**config.mk**
```make
export PLATFORM = sky130hd
export DESIGN_NAME = cmos_timing_monitor
export DESIGN_NICKNAME = d
export VERILOG_FILES = /design/src/rtl/cmos_timing_monitor.sv
export SDC_FILE = /design/constraint.sdc
export NUM_CORES = 1
export LEC_CHECK = 0
export BUFFER_PORTS_ARGS = -buffer_cell sky130_fd_sc_hd__buf_2
export CELL_PAD_IN_SITES_DETAIL_PLACEMENT = 0
export CELL_PAD_IN_SITES_GLOBAL_PLACEMENT = 1
export CORE_MARGIN = 4
export CORE_UTILIZATION = 50
export DETAILED_ROUTE_END_ITERATION = 12
export PLACE_DENSITY_LB_ADDON = 0.1
export SYNTH_ARGS = -nofsm -noshare
export SYNTH_HDL_FRONTEND = slang
export SYNTH_SLANG_ARGS = --single-unit
```
**constraint.sdc**
```tcl
create_clock -name cmos_pclk -period 4.08 [get_ports cmos_pclk]
set_input_delay 0.816 -clock cmos_pclk [delete_from_list [all_inputs] [get_ports cmos_pclk]]
set_output_delay 0.816 -clock cmos_pclk [all_outputs]
set_load 0.05 [all_outputs]
```
**src/rtl/cmos_timing_monitor.sv**
```systemverilog
// Pixel-clock-domain camera timing monitor: heartbeat, frame-rate window and
// per-frame geometry measurement with sticky error flags for debug/status.
module cmos_timing_monitor #(
  parameter int unsigned HALF_PERIOD = 21_000_000,
  parameter int unsigned CNT_W       = 32,
  parameter int unsigned LINE_W      = 12,
  parameter int unsigned BYTE_W      = 13,
  parameter int unsigned EXP_LINES   = 720,
  parameter int unsigned EXP_BYTES   = 2560
) (
  input  logic              cmos_pclk,
  input  logic              I_rst_n,
  input  logic              cmos_vsync,
  input  logic              cmos_href,
  input  logic              I_clr,
  output logic              O_heartbeat,
  output logic [7:0]        O_fps,
  output logic [15:0]       O_frame_cnt,
  output logic [LINE_W-1:0] O_lines,
  output logic [BYTE_W-1:0] O_line_bytes,
  output logic [CNT_W-1:0]  O_frame_pclks,
  output logic              O_geom_ok,
  output logic              O_stat_valid,
  output logic [3:0]        O_err
);

  localparam logic [CNT_W-1:0]  HB_LAST   = CNT_W'(HALF_PERIOD - 1);
  localparam logic [CNT_W-1:0]  WIN_LAST  = CNT_W'(2 * HALF_PERIOD - 1);
  localparam logic [LINE_W-1:0] LINES_EXP = LINE_W'(EXP_LINES);
  localparam logic [BYTE_W-1:0] BYTES_EXP = BYTE_W'(EXP_BYTES);

  // Input sampling and edge-detect pipeline
  logic vs_q, vs_q2, hs_q, hs_q2, fs_q;
  logic frame_start, line_end;

  // Heartbeat and rate window
  logic [CNT_W-1:0]  hb_cnt_q, hb_cnt_d;
  logic              hb_q, hb_d;
  logic [CNT_W-1:0]  win_cnt_q, win_cnt_d;
  logic [7:0]        fr_acc_q, fr_acc_d, fr_inc;
  logic [7:0]        fps_q, fps_d;

  // Per-frame measurement
  logic [BYTE_W-1:0] byte_cnt_q, byte_cnt_d;
  logic [LINE_W-1:0] line_cnt_q, line_cnt_d;
  logic [BYTE_W-1:0] first_len_q, first_len_d;
  logic              mism_q, mism_d;
  logic [CNT_W-1:0]  pclk_cnt_q, pclk_cnt_d;
  logic              armed_q, armed_d;

  // Published status
  logic [15:0]       frame_cnt_q, frame_cnt_d;
  logic [LINE_W-1:0] lines_q, lines_d;
  logic [BYTE_W-1:0] line_bytes_q, line_bytes_d;
  logic [CNT_W-1:0]  frame_pclks_q, frame_pclks_d;
  logic              geom_ok_q, geom_ok_d;
  logic              stat_valid_q, stat_valid_d;
  logic [3:0]        err_q, err_d, err_set;

  assign frame_start = vs_q & ~vs_q2;
  assign line_end    = ~hs_q & hs_q2;

  always_comb begin
    // NOTE: every next-state variable takes its held value first so no path
    // through the branches below can infer a latch.
    hb_cnt_d      = hb_cnt_q;
    hb_d          = hb_q;
    win_cnt_d     = win_cnt_q;
    fr_acc_d      = fr_acc_q;
    fps_d         = fps_q;
    byte_cnt_d    = byte_cnt_q;
    line_cnt_d    = line_cnt_q;
    first_len_d   = first_len_q;
    mism_d        = mism_q;
    pclk_cnt_d    = pclk_cnt_q;
    armed_d       = armed_q;
    frame_cnt_d   = frame_cnt_q;
    lines_d       = lines_q;
    line_bytes_d  = line_bytes_q;
    frame_pclks_d = frame_pclks_q;
    geom_ok_d     = geom_ok_q;
    stat_valid_d  = 1'b0;
    err_set       = '0;

    if (hb_cnt_q == HB_LAST) begin
      hb_cnt_d = '0;
      hb_d     = ~hb_q;
    end else begin
      hb_cnt_d = hb_cnt_q + 1'b1;
    end

    // A frame start landing on the window's last cycle belongs to that window
    fr_inc = (frame_start && (fr_acc_q != 8'hFF)) ? fr_acc_q + 8'd1 : fr_acc_q;
    if (win_cnt_q == WIN_LAST) begin
      win_cnt_d = '0;
      fps_d     = fr_inc;
      fr_acc_d  = '0;
    end else begin
      win_cnt_d = win_cnt_q + 1'b1;
      fr_acc_d  = fr_inc;
    end

    if (line_end) begin
      byte_cnt_d = '0;
    end else if (hs_q) begin
      if (byte_cnt_q == '1) err_set[2] = 1'b1;
      else                  byte_cnt_d = byte_cnt_q + 1'b1;
    end

    if (pclk_cnt_q == '1) err_set[2] = 1'b1;
    else                  pclk_cnt_d = pclk_cnt_q + 1'b1;

    if (line_end) begin
      if (line_cnt_q == '1) err_set[2] = 1'b1;
      else                  line_cnt_d = line_cnt_q + 1'b1;
      if (line_cnt_q == '0) begin
        first_len_d = byte_cnt_q;
      end else if (byte_cnt_q != first_len_q) begin
        mism_d     = 1'b1;
        err_set[1] = 1'b1;
      end
    end

    // Frame handling reads the post-line values so a line ending in the same
    // cycle is still counted in the frame being published.
    if (fs_q) begin
      if (armed_q) begin
        lines_d       = line_cnt_d;
        line_bytes_d  = first_len_d;
        frame_pclks_d = pclk_cnt_q;
        geom_ok_d     = (line_cnt_d == LINES_EXP) && (first_len_d == BYTES_EXP) && !mism_d;
        stat_valid_d  = 1'b1;
        frame_cnt_d   = frame_cnt_q + 16'd1;
        err_set[0]    = (line_cnt_d != LINES_EXP);
      end
      armed_d     = 1'b1;
      line_cnt_d  = '0;
      first_len_d = '0;
      mism_d      = 1'b0;
      pclk_cnt_d  = CNT_W'(1);
    end

    err_set[3] = hs_q & vs_q;

    if (I_clr) begin
      win_cnt_d   = '0;
      fr_acc_d    = '0;
      fps_d       = fps_q;
      frame_cnt_d = '0;
    end
    // An error raised in the clearing cycle survives the clear
    err_d = (I_clr ? 4'b0000 : err_q) | err_set;
  end

  always_ff @(posedge cmos_pclk or negedge I_rst_n) begin
    if (!I_rst_n) begin
      vs_q          <= 1'b0;
      vs_q2         <= 1'b0;
      hs_q          <= 1'b0;
      hs_q2         <= 1'b0;
      fs_q          <= 1'b0;
      hb_cnt_q      <= '0;
      hb_q          <= 1'b0;
      win_cnt_q     <= '0;
      fr_acc_q      <= '0;
      fps_q         <= '0;
      byte_cnt_q    <= '0;
      line_cnt_q    <= '0;
      first_len_q   <= '0;
      mism_q        <= 1'b0;
      pclk_cnt_q    <= '0;
      armed_q       <= 1'b0;
      frame_cnt_q   <= '0;
      lines_q       <= '0;
      line_bytes_q  <= '0;
      frame_pclks_q <= '0;
      geom_ok_q     <= 1'b0;
      stat_valid_q  <= 1'b0;
      err_q         <= '0;
    end else begin
      // NOTE: non-blocking assignments so every register samples the values
      // from before this edge, independent of statement order.
      vs_q          <= cmos_vsync;
      vs_q2         <= vs_q;
      hs_q          <= cmos_href;
      hs_q2         <= hs_q;
      fs_q          <= frame_start;
      hb_cnt_q      <= hb_cnt_d;
      hb_q          <= hb_d;
      win_cnt_q     <= win_cnt_d;
      fr_acc_q      <= fr_acc_d;
      fps_q         <= fps_d;
      byte_cnt_q    <= byte_cnt_d;
      line_cnt_q    <= line_cnt_d;
      first_len_q   <= first_len_d;
      mism_q        <= mism_d;
      pclk_cnt_q    <= pclk_cnt_d;
      armed_q       <= armed_d;
      frame_cnt_q   <= frame_cnt_d;
      lines_q       <= lines_d;
      line_bytes_q  <= line_bytes_d;
      frame_pclks_q <= frame_pclks_d;
      geom_ok_q     <= geom_ok_d;
      stat_valid_q  <= stat_valid_d;
      err_q         <= err_d;
    end
  end

  assign O_heartbeat   = hb_q;
  assign O_fps         = fps_q;
  assign O_frame_cnt   = frame_cnt_q;
  assign O_lines       = lines_q;
  assign O_line_bytes  = line_bytes_q;
  assign O_frame_pclks = frame_pclks_q;
  assign O_geom_ok     = geom_ok_q;
  assign O_stat_valid  = stat_valid_q;
  assign O_err         = err_q;

endmodule

```
==> run metrics <==
status completed; DRC violations left 0; Die ar. 24,100 µm²; DP Cell Count 1,434; number of max-cap violations 0; CP max FO 8; top-count cell post-synth dfrtp_1; Worst Path Required 4480 ps; share of the yosys chip area belonging to registers 54.7%; slew margin rel. 44.2%; Iter 0 DRT Violations 465; DRT Pass-1 Iters 5; core area 21,200 µm²; Top FF cell, synth dfrtp_1; Total GRT Usage 20.1%; clk sinks 237; Syn Inst Count 1,099; post-synth cell types 57; post-CTS setup buffers 0; TritonCTS buffer count 27; Vias/cell 5.40; hold buffers post-CTS 0; Synth top cells by count dfrtp_1 (237), nand2_1 (164), nor2_1 (143); Inserted Diodes 0; Overflow after GRT 0; power per cell area 443 nW/µm²; Filler cells 1,913; ys async rst share 100%; Hold Path Class in2async; Setup Viol. Count Final 0; vias in the first global route 7,730; synthesized cell area 10,800 µm²; critical path arrival 3060 ps; Tmin final 2660 ps; share of cells above drive strength 1 13.3%; syn_nets 1,112; H-tree Lvls 1; ranking of synthesized cells by area dfrtp_1 (55%), nand2_1 (5.7%), xnor2_1 (5.3%); syn_area_per_cell 9.86 µm²; skew final 9.34 ps; highest clock rate 0.376 GHz; # IOs 93; Synth-to-Final Area Change 15.3%; Die Y 155 µm; clock tree buffer depth 3; Multi-input gate area 4600 µm²; initial antenna violation count 0; Critical Path Start Type flip-flop; clock slew at reported path FFs 60 ps; leakage 5.98 nW; worst-margin pin slew 837 ps; final hold violation count 0; Clock Latency Late Sink 520 ps; Root Buffer clkbuf_16; Post-Route WL 23.9 mm; number of enable flip-flop cells after synthesis 0; GP Congestion 0.822; Final Hold Slack 263 ps; IR drop worst, VDD 0.448 mV; Max Slew Vio Count 0; first-pass GRT wire length 40.6 mm; RSZ-0062 raised after global routing false; detailed placement HPWL 15.8 mm; CTS tree yes; largest net degree at the start of global routing 90; non-filler cells, final 1,481; row cnt 53; Yosys warnings 0; post_cts resized 0; TNS Setup 0 ps; Vias 8,002; Synth area leader dfrtp_1; Final Cycle Share 65.1%; share of the synthesized area in the top cell type 54.7%; CP endpoint kind flip-flop; Initial Utilization 51.2%; Routed Antenna Nets 0; Register Area 5930 µm²; critical path class reg2reg; Die Wd 155 µm; PortBufs 92; DR WL/cell 16.1 µm; # nets final 1,201; Seq cells post-synth 237
## critical path, stage by stage, from the launching register on
cell and delay (ps):
dfrtp_1 410, ha_1 360, nand4b_1 230, nor4_1 380, mux2i_1 310, nand4b_1 130, or4_4 500, a22o_1 210
## state kept, by name, summed over array words and instances, names as in the netlist, 4 cells and up
signal         cells
fr_acc_q           8
byte_cnt_q        13
O_err              4
pclk_cnt_q        32
O_line_bytes      13
line_cnt_q        12
hb_cnt_q          32
O_frame_pclks     32
first_len_q       13
O_fps              8
win_cnt_q         32
O_lines           12
O_frame_cnt       16
## power breakdown
group	switching [mW]	internal [mW]	leakage, nW
clock network	0.950	1.55	0.460
registers	0.0966	2.44	3.21
logic	0.361	0.144	2.32
total	1.41	4.13	5.98
## final cells by class
| type | instances | share of cell area, % |
|---|---|---|
| clock inverter | 8 | 1.00 |
| inverter | 33 | 0.991 |
| clock buffer | 39 | 6.41 |
| tap | 275 | 2.75 |
| multi-input combinational | 786 | 36.8 |
| sequential | 237 | 47.5 |
| timing repair buffer | 103 | 4.53 |
## logic make-up after synthesis
family          Yosys count  synth area share, %
mux                      30                 2.77
buf+inv                  76                 2.84
simple gates            528                 23.6
compound gates          102                 5.64
fa+ha+maj                 8                0.923
xor+xnor                118                 9.53
flops                   237                 54.7
## final timing paths
| check | start | cells after the start | end | slack [ps] |
|---|---|---|---|---|
| max | line_cnt_q[1] | 7 | O_err[0] | 1420 |
| min | I_rst_n | 1 | O_fps[4] | 260 |
| max reg2reg | line_cnt_q[1] | 7 | O_err[0] | 1420 |
| min reg2reg | O_frame_pclks[21] | 2 | O_frame_pclks[21] | 470 |
| max in group asynchronous | I_rst_n | 2 | O_frame_pclks[27] | 2910 |
| min in group cmos_pclk | cmos_href | 1 | hs_q | 410 |
## layout by cell type (no fill, tap or decap), types with 3 or more instances in the layout
cell,n
nor4bb_1,3
nand3_1,57
nand4_1,40
a22o_1,3
o21ai_0,54
or3_1,14
o211ai_1,3
a21oi_1,18
o31ai_1,4
clkinv_2,3
nand4b_1,4
and4_1,14
ha_1,8
or4_1,3
clkbuf_1,4
dfrtp_1,236
and3_1,31
nor3_1,18
xnor2_1,66
inv_1,32
nand2_1,163
a31oi_1,3
clkbuf_8,8
bufinv_16,3
mux2i_1,30
nor2_1,143
nor4_1,11
nor4b_1,5
xor2_1,52
buf_4,10
clkbuf_16,27
buf_2,91
nand2b_1,5
and2_1,3
## metal layers
layer,share of wire (%),vias up,track usage (%)
met5,0,-,0
met4,1.6,0,4.63
met3,4.3,32,3.00
met2,44,146,29.8
met1,50,3897,31.3
li1,-,3927,-
## stage by stage
stage | utilization [%] | worst slack [ps] | instance area, µm² | power [mW]
final | 59.1 | 1420 | 12500 | 5.53
after global placement | 54.7 | 1550 | 11600 | 3.08
after CTS | 59.1 | 1430 | 12500 | 5.60
after floorplan | - | 1750 | 10800 | 2.91
after global routing | 59.1 | 1250 | 12500 | 5.78
after detailed placement | 54.7 | 1470 | 11600 | 3.09
(Power assumes the default switching activity.)
